==> src/rtl/mandelbrot_pixel_engine.sv <==
// Iterative Mandelbrot/Julia pixel engine: one z <- z^2 + c step per clock in
// signed 2.(WIDTH-2) fixed point, reporting the iteration count at escape or limit.
module mandelbrot_pixel_engine #(
  parameter int WIDTH      = 8,
  parameter int ITER_WIDTH = 8
) (
  input  logic                  clk,
  input  logic                  rst_n,
  input  logic                  in_valid,
  output logic                  in_ready,
  input  logic [WIDTH-1:0]      in_pr,
  input  logic [WIDTH-1:0]      in_pi,
  input  logic [ITER_WIDTH-1:0] in_max_iter,
  input  logic                  julia,
  input  logic [WIDTH-1:0]      julia_cr,
  input  logic [WIDTH-1:0]      julia_ci,
  output logic                  out_valid,
  input  logic                  out_ready,
  output logic [ITER_WIDTH-1:0] out_iter,
  output logic                  out_escaped,
  output logic [1:0]            state_dbg
);

  // Handshake: a transfer happens on a rising edge where valid && ready are
  // both high; the producer holds its payload steady until that edge.

  localparam int FRAC = WIDTH - 2;
  localparam int PW   = 2 * WIDTH;
  localparam int EW   = 2 * WIDTH + 2;

  localparam logic signed [EW-1:0] ZMAX     = EW'(2 ** (WIDTH - 1) - 1);
  localparam logic signed [EW-1:0] ZMIN     = EW'(-(2 ** (WIDTH - 1)));
  localparam logic        [PW:0]   SIZE_LIM = (PW + 1)'(4) << FRAC;

  typedef enum logic [1:0] {
    IDLE = 2'd0,
    ITER = 2'd1,
    DONE = 2'd2
  } state_t;

  state_t state_q, state_d;

  logic signed [WIDTH-1:0] zr_q, zi_q, cr_q, ci_q;
  logic [ITER_WIDTH-1:0]   count_q, max_q, iter_q;
  logic                    esc_q;

  logic signed [PW-1:0] m1, m2, m3;
  logic signed [EW-1:0] m1_x, m2_x, m3_x, cr_x, ci_x;
  logic signed [EW-1:0] re_sh, im_sh, zr_next, zi_next;
  logic        [PW:0]   mag, mag_sh;
  logic                 size_hit, overflow, escape;
  logic [ITER_WIDTH-1:0] count_inc;
  logic                 last_step;

  // Full-precision step; extended width keeps the overflow test exact.
  always_comb begin
    m1        = PW'(zr_q) * PW'(zr_q);
    m2        = PW'(zi_q) * PW'(zi_q);
    m3        = PW'(zr_q) * PW'(zi_q);
    m1_x      = EW'(m1);
    m2_x      = EW'(m2);
    m3_x      = EW'(m3);
    cr_x      = EW'(cr_q);
    ci_x      = EW'(ci_q);
    re_sh     = (m1_x - m2_x) >>> FRAC;
    im_sh     = (m3_x <<< 1) >>> FRAC;
    zr_next   = re_sh + cr_x;
    zi_next   = im_sh + ci_x;
    mag       = $unsigned((PW + 1)'(m1)) + $unsigned((PW + 1)'(m2));
    mag_sh    = mag >> FRAC;
    size_hit  = mag_sh > SIZE_LIM;
    overflow  = (zr_next > ZMAX) || (zr_next < ZMIN) ||
                (zi_next > ZMAX) || (zi_next < ZMIN);
    escape    = size_hit || overflow;
    count_inc = count_q + 1'b1;
    last_step = (count_inc == max_q);
  end

  always_comb begin
    state_d = state_q;
    case (state_q)
      IDLE: if (in_valid) state_d = (in_max_iter == '0) ? DONE : ITER;
      ITER: if (escape || last_step) state_d = DONE;
      DONE: if (out_ready) state_d = IDLE;
      default: state_d = IDLE;
    endcase
  end

  always_ff @(posedge clk or negedge rst_n) begin
    if (!rst_n) begin
      state_q <= IDLE;
      zr_q    <= '0;
      zi_q    <= '0;
      cr_q    <= '0;
      ci_q    <= '0;
      count_q <= '0;
      max_q   <= '0;
      iter_q  <= '0;
      esc_q   <= 1'b0;
    end else begin
      state_q <= state_d;
      case (state_q)
        IDLE: begin
          if (in_valid) begin
            max_q   <= in_max_iter;
            count_q <= '0;
            iter_q  <= '0;
            esc_q   <= 1'b0;
            if (julia) begin
              zr_q <= $signed(in_pr);
              zi_q <= $signed(in_pi);
              cr_q <= $signed(julia_cr);
              ci_q <= $signed(julia_ci);
            end else begin
              zr_q <= '0;
              zi_q <= '0;
              cr_q <= $signed(in_pr);
              ci_q <= $signed(in_pi);
            end
          end
        end
        ITER: begin
          if (escape) begin
            // z is left at the last in-range value.
            iter_q <= count_q;
            esc_q  <= 1'b1;
          end else begin
            zr_q    <= zr_next[WIDTH-1:0];
            zi_q    <= zi_next[WIDTH-1:0];
            count_q <= count_inc;
            if (last_step) begin
              iter_q <= max_q;
              esc_q  <= 1'b0;
            end
          end
        end
        default: ;
      endcase
    end
  end

  assign in_ready    = (state_q == IDLE);
  assign out_valid   = (state_q == DONE);
  assign out_iter    = iter_q;
  assign out_escaped = esc_q;
  assign state_dbg   = state_q;

endmodule

==> config.mk <==
export PLATFORM = sky130hd
export DESIGN_NAME = mandelbrot_pixel_engine
export DESIGN_NICKNAME = d
export VERILOG_FILES = /design/src/rtl/mandelbrot_pixel_engine.sv
export SDC_FILE = /design/constraint.sdc
export NUM_CORES = 1
export LEC_CHECK = 0
export CAP_MARGIN = 20
export CORE_MARGIN = 4
export CORE_UTILIZATION = 50
export DETAILED_ROUTE_END_ITERATION = 7
export DONT_BUFFER_PORTS = 1
export GPL_TIMING_DRIVEN = 1
export HOLD_SLACK_MARGIN = 0.12
export PLACE_DENSITY = 0.69
export SLEW_MARGIN = 20
export SYNTH_ARGS = -nofsm -noshare
export SYNTH_HDL_FRONTEND = slang
export SYNTH_SLANG_ARGS = --single-unit
==> constraint.sdc <==
create_clock -name clk -period 9.9 [get_ports clk]
set_input_delay 1.485 -clock clk [delete_from_list [all_inputs] [get_ports clk]]
set_output_delay 1.485 -clock clk [all_outputs]
set_load 0.02 [all_outputs]
==> metrics, run 1 <==
Hold Path Depth 2; effective utilization at floorplan 50.87%; number of enable flip-flop cells after synthesis 0; area of the core region 22710 sq um; most common library cell in the layout ignoring fill and taps inv_1; setup repair after global routing missed its margin false; die span in y 160 um; fin. max-slew vios 0; synthesis-stage register bit count 59; number of standard-cell rows in the floorplan 55; Max H-tree Level 3; residual DRC count 0; sum of negative setup slack 0 ps; measured slew at the worst slew-check pin 1035 ps; Detail Placement HPWL 21.36 mm; slowest cell on the critical path dfrtp_1; path category of the worst min-delay check reg -> reg; via count 8713; f_max 107.9 MHz; mean number of vias per cell 5.557; Tot GR Track Use 20.63%; Worst R2R End zr_q[6]$_DFFE_PN0P_; cell count after placement 1552; number of top-level pins 58; commonest cells after routing, fill and taps aside inv_1, fa_1, ha_1; post-layout net count 1596; Horiz. Die Dim 160 um; R2R Setup Slk 630 ps; first-pass GRT wire length 43.82 mm; Layout Area Growth over Synthesis 4.191%; area enclosed by the die boundary 25600 sq um; RePlAce Congestion 0.9133; clock latency of the later-clocked register in the worst-skew pair 340 ps; maximum number of pins on one net before global-route repair 60; number of buffers created by CTS 9; worst-case reg-to-reg path depth 31; clock edge transition at the registers on the reported setup and hold paths 60 ps; register area 1476 sq um; number of buffers inserted by port buffering 0; path type of the worst setup path reg -> reg; CP Max Fanout 22; vias in the first global route 8717; Post-CTS Setup Repair Bufs 0; final std cells w/o fill 1568; Slew headroom 30.98%; fraction of final layout cells with drive strength greater than 1 4.521%; PostCTS Resize Cnt 0; Pre-Repair DR Iteration Count 5; total count of hold-check failures in the final report 0; grt ovf 0; clock root buffer clkbuf_16; multi-input combinational cell area 8971 sq um; r2r startpoint zi_q[7]$_DFFE_PN0P_; largest incremental delay on the critical path 820 ps; number of cells produced by synthesis 1314; Async S/R FF share, synth 100.0%; wire length per cell after detailed routing 16.51 um; crit path time final 9268 ps; final worst clock skew 6.676 ps; result of the run complete, no violations; antenna violations before repair 0; clock tree from TritonCTS yes; share of the yosys chip area belonging to registers 12.78%; count of clock tree sinks 59; post-route fraction of the period consumed by the critical path 93.61%; Worst Hold Launch ci_q[0]$_DFFE_PN0P_; worst endpoint required time 10150 ps; Setup crit start kind register; final setup violating endpoints 0; post-synthesis net count 1632; count of filler cells inserted in the layout 2084; wirelength, routed 25.89 mm; Distinct cells, synth 68; number of DRC markers in iteration 0 544; buffer depth of the longest clock path 2; flip-flop cell with the highest count after synthesis dfrtp_1; Cell Area, Synth 11550 sq um; WP data arrival 9520 ps; Avg Synthesized Cell Area 8.792 sq um; capturing element type of the critical path register; count of synthesis-stage warnings from yosys 0; hold endpoint ci_q[0]$_DFFE_PN0P_; number of hold-repair buffers added at the cts stage 0; Diodes inserted 0; count of maximum capacitance violations 0; Routed Antenna Nets 0
-- cell usage after synthesis, types with 4 or more instances --
cell | number | area (sq um)
inv_1 | 232 | 870.8
nor4_1 | 4 | 25.02
a31oi_1 | 4 | 25.02
or2_2 | 6 | 37.54
mux2i_1 | 23 | 230.2
o41ai_1 | 5 | 43.79
and2_1 | 66 | 412.9
o22ai_1 | 5 | 31.28
mux2_2 | 15 | 168.9
or3_1 | 5 | 31.28
o211ai_1 | 7 | 52.55
a221o_1 | 9 | 90.09
o21a_1 | 9 | 67.56
nand3_1 | 24 | 120.1
o21ai_0 | 42 | 210.2
fa_1 | 138 | 2763
nor2b_1 | 13 | 81.33
dfrtp_1 | 59 | 1476
a21oi_1 | 41 | 205.2
o31ai_1 | 7 | 52.55
nand2b_1 | 17 | 106.4
a21o_1 | 14 | 105.1
clkbuf_1 | 47 | 176.4
xor2_1 | 28 | 245.2
nor2_1 | 56 | 210.2
buf_6 | 4 | 45.04
nor3_1 | 13 | 65.06
xnor2_1 | 71 | 621.9
and3_1 | 20 | 125.1
o21bai_1 | 16 | 120.1
ha_1 | 135 | 1689
nand2_1 | 112 | 420.4
or4_1 | 6 | 45.04
a211oi_1 | 8 | 60.06
-- stage by stage --
step,hold slack [ps],setup slack (ps),utilization (%),area (sq um)
2_1_floorplan,456.3,2124,-,11550
3_3_place_gp,472.6,971.5,51.64,11730
3_5_place_dp,481.1,721.3,51.64,11730
4_1_cts,495.2,657.0,53.00,12040
5_1_grt,518.5,4.836,53.00,12040
6_report,489.7,632.2,53.00,12040
-- worst max-delay path: cells and delay by family (launching register included) --
kind            cells  cell delay, ps
xor+xnor            2             430
flops               1             820
mux                 1             210
compound gates      9            2820
fa+ha+maj           7            2570
simple gates        7            1630
buf+inv             5             700
-- layer usage --
metal  routed length, um  share of wire [%]  GRT usage, %  vias to the layer above
met5                   0                  0             0                        -
met4                 907                3.5         7.235                        0
met3                1376                5.3         2.477                       61
met2               12040                 47         32.95                      235
met1               11560                 45         29.12                     4222
li1                    -                  -             -                     4195
-- sequential cells by signal (all words and copies together) (netlist names), 2 cells and up --
register and count:
max_q 8, zr_q 8, state_dbg 2, zi_q 8, cr_q 8, ci_q 8, out_iter 8, count_q 8
-- layout make-up --
cell class,instances,area share [%]
Clock inverter,7,0.6965
Multi-Input combinational cell,969,74.53
Timing Repair Buffer,7,0.4366
Tap cell,285,2.963
Clock buffer,9,1.871
Inverter,232,7.235
Sequential cell,59,12.27
-- cells by family after synthesis --
kind of cell	count (synthesis)	share of synthesized area [%]
buffers and inverters	286	9.585
XOR/XNOR	99	7.506
AO/OA/AOI/OAI	205	12.69
adder cells (fa/ha/maj)	273	38.54
AND/OR/NAND/NOR	354	15.44
multiplexers	38	3.455
flip-flops	59	12.78
-- worst max-delay path by stage --
stage                                   start                      to  slack, ps  depth (start not counted)
after global routing      zi_q[7]$_DFFE_PN0P_     zr_q[6]$_DFFE_PN0P_          5                         31
after detailed placement  zi_q[7]$_DFFE_PN0P_     zr_q[6]$_DFFE_PN0P_        720                         31
final                     zi_q[7]$_DFFE_PN0P_     zr_q[6]$_DFFE_PN0P_        630                         31
after CTS                 zi_q[7]$_DFFE_PN0P_     zr_q[6]$_DFFE_PN0P_        660                         31
after floorplan           zi_q[1]$_DFFE_PN0P_  count_q[2]$_DFFE_PN0P_       2120                         33
after global placement    zi_q[7]$_DFFE_PN0P_     zr_q[1]$_DFFE_PN0P_        970                         29
Power of run 1 is not shown: default switching activity piles up to over one toggle a cycle in this logic, so the estimate is an artifact.
==> inputs of run 2 (changes only) <==
--- a/config.mk
+++ b/config.mk
@@ -12,7 +12,6 @@
 export DONT_BUFFER_PORTS = 1
 export GPL_TIMING_DRIVEN = 1
 export HOLD_SLACK_MARGIN = 0.12
-export PLACE_DENSITY = 0.69
 export SLEW_MARGIN = 20
 export SYNTH_ARGS = -nofsm -noshare
 export SYNTH_HDL_FRONTEND = slang
==> metrics, run 2 (synthesis results as in run 1) <==
result of the run complete, no violations; PostCTS Resize Cnt 0; fraction of final layout cells with drive strength greater than 1 4.740%; slowest cell on the critical path dfrtp_1; clock root buffer clkbuf_16; Pre-Repair DR Iteration Count 4; clock tree from TritonCTS yes; most common library cell in the layout ignoring fill and taps inv_1; Layout Area Growth over Synthesis 4.419%; number of buffers created by CTS 9; path category of the worst min-delay check reg -> reg; capturing element type of the critical path register; Diodes inserted 0; area of the core region 22710 sq um; antenna violations before repair 0; fin. max-slew vios 0; measured slew at the worst slew-check pin 915.4 ps; count of filler cells inserted in the layout 2175; Tot GR Track Use 20.65%; number of buffers inserted by port buffering 0; Post-CTS Setup Repair Bufs 0; grt ovf 0; vias in the first global route 8745; final setup violating endpoints 0; residual DRC count 0; Horiz. Die Dim 160 um; effective utilization at floorplan 50.87%; WP data arrival 9260 ps; mean number of vias per cell 5.424; count of clock tree sinks 59; register area 1476 sq um; final worst clock skew 6.860 ps; wirelength, routed 25.46 mm; number of hold-repair buffers added at the cts stage 0; CP Max Fanout 22; clock edge transition at the registers on the reported setup and hold paths 50 ps; largest incremental delay on the critical path 820 ps; wire length per cell after detailed routing 16.20 um; area enclosed by the die boundary 25600 sq um; post-route fraction of the period consumed by the critical path 91.09%; Setup crit start kind register; sum of negative setup slack 0 ps; path type of the worst setup path reg -> reg; setup repair after global routing missed its margin false; commonest cells after routing, fill and taps aside inv_1, fa_1, ha_1; Routed Antenna Nets 0; post-layout net count 1600; f_max 110.9 MHz; number of top-level pins 58; number of standard-cell rows in the floorplan 55; die span in y 160 um; crit path time final 9018 ps; RePlAce Congestion 0.8219; Detail Placement HPWL 21.10 mm; buffer depth of the longest clock path 2; total count of hold-check failures in the final report 0; via count 8527; worst endpoint required time 10140 ps; first-pass GRT wire length 43.73 mm; maximum number of pins on one net before global-route repair 60; Max H-tree Level 3; clock latency of the later-clocked register in the worst-skew pair 330 ps; count of maximum capacitance violations 0; number of DRC markers in iteration 0 369; Slew headroom 38.97%; multi-input combinational cell area 8971 sq um
## run 2: cell types whose count changed in the layout (fill, tap and decap cells not counted), sizes merged
| cell | previous run | this run |
|---|---|---|
| buf | 7 | 11 |
| inv | 236 | 232 |
| clkinvlp | 1 | 0 |
| clkinv | 1 | 3 |
| clkbuf | 9 | 12 |
## run 2: final cells by class
cell class	count	area share (%)
Tap cell	285	2.956
Sequential cell	59	12.24
Clock inverter	4	0.4045
Clock buffer	12	2.126
Inverter	232	7.219
Multi-Input combinational cell	969	74.37
Timing Repair Buffer	11	0.6846
## run 2: path summary, 6_finish.rpt
check	cells past startpoint	startpoint	slack (ps)	to
max in group asynchronous	0	rst_n	8950	zr_q[7]$_DFFE_PN0P_
min in group asynchronous	0	rst_n	850	max_q[3]$_DFFE_PN0P_
max reg2reg	31	zi_q[7]$_DFFE_PN0P_	880	zr_q[1]$_DFFE_PN0P_
min reg2reg	2	ci_q[6]$_DFFE_PN0P_	500	ci_q[6]$_DFFE_PN0P_
min	2	ci_q[6]$_DFFE_PN0P_	500	ci_q[6]$_DFFE_PN0P_
max	31	zi_q[7]$_DFFE_PN0P_	880	zr_q[1]$_DFFE_PN0P_
## run 2: stage by stage
step	setup WS, ps	instances	cell area (sq um)	hold slack [ps]	utilization, %
final	881.9	1572	12060	501.8	53.12
after global routing	138.9	1572	12060	514.5	53.12
after CTS	833.5	1572	12060	495.9	53.12
after detailed placement	833.8	1556	11760	480.8	51.77
after global placement	1132	1556	11760	481.5	51.77
after floorplan	2124	1314	11550	456.3	-
## run 2: worst max-delay path: cells and delay by family (launching register included)
| kind | cells | cell delay [ps] |
|---|---|---|
| muxes | 1 | 210 |
| buffers and inverters | 5 | 690 |
| xor gates and xnor gates | 2 | 330 |
| and+or+nand+nor | 7 | 1660 |
| DFF | 1 | 820 |
| adders and majority gates | 7 | 2540 |
| AOI/OAI and AO/OA | 9 | 2670 |
## run 2: per-layer routing
metal  vias to the layer above  GRT usage, %  part of all wire (%)
met5                         -             0                     0
met4                         0         3.637                   1.0
met3                        18         1.677                   2.3
met2                       111         35.63                    49
met1                      4189         28.96                    47
li1                       4209             -                     -
Power of run 2 is left out for the same reason.
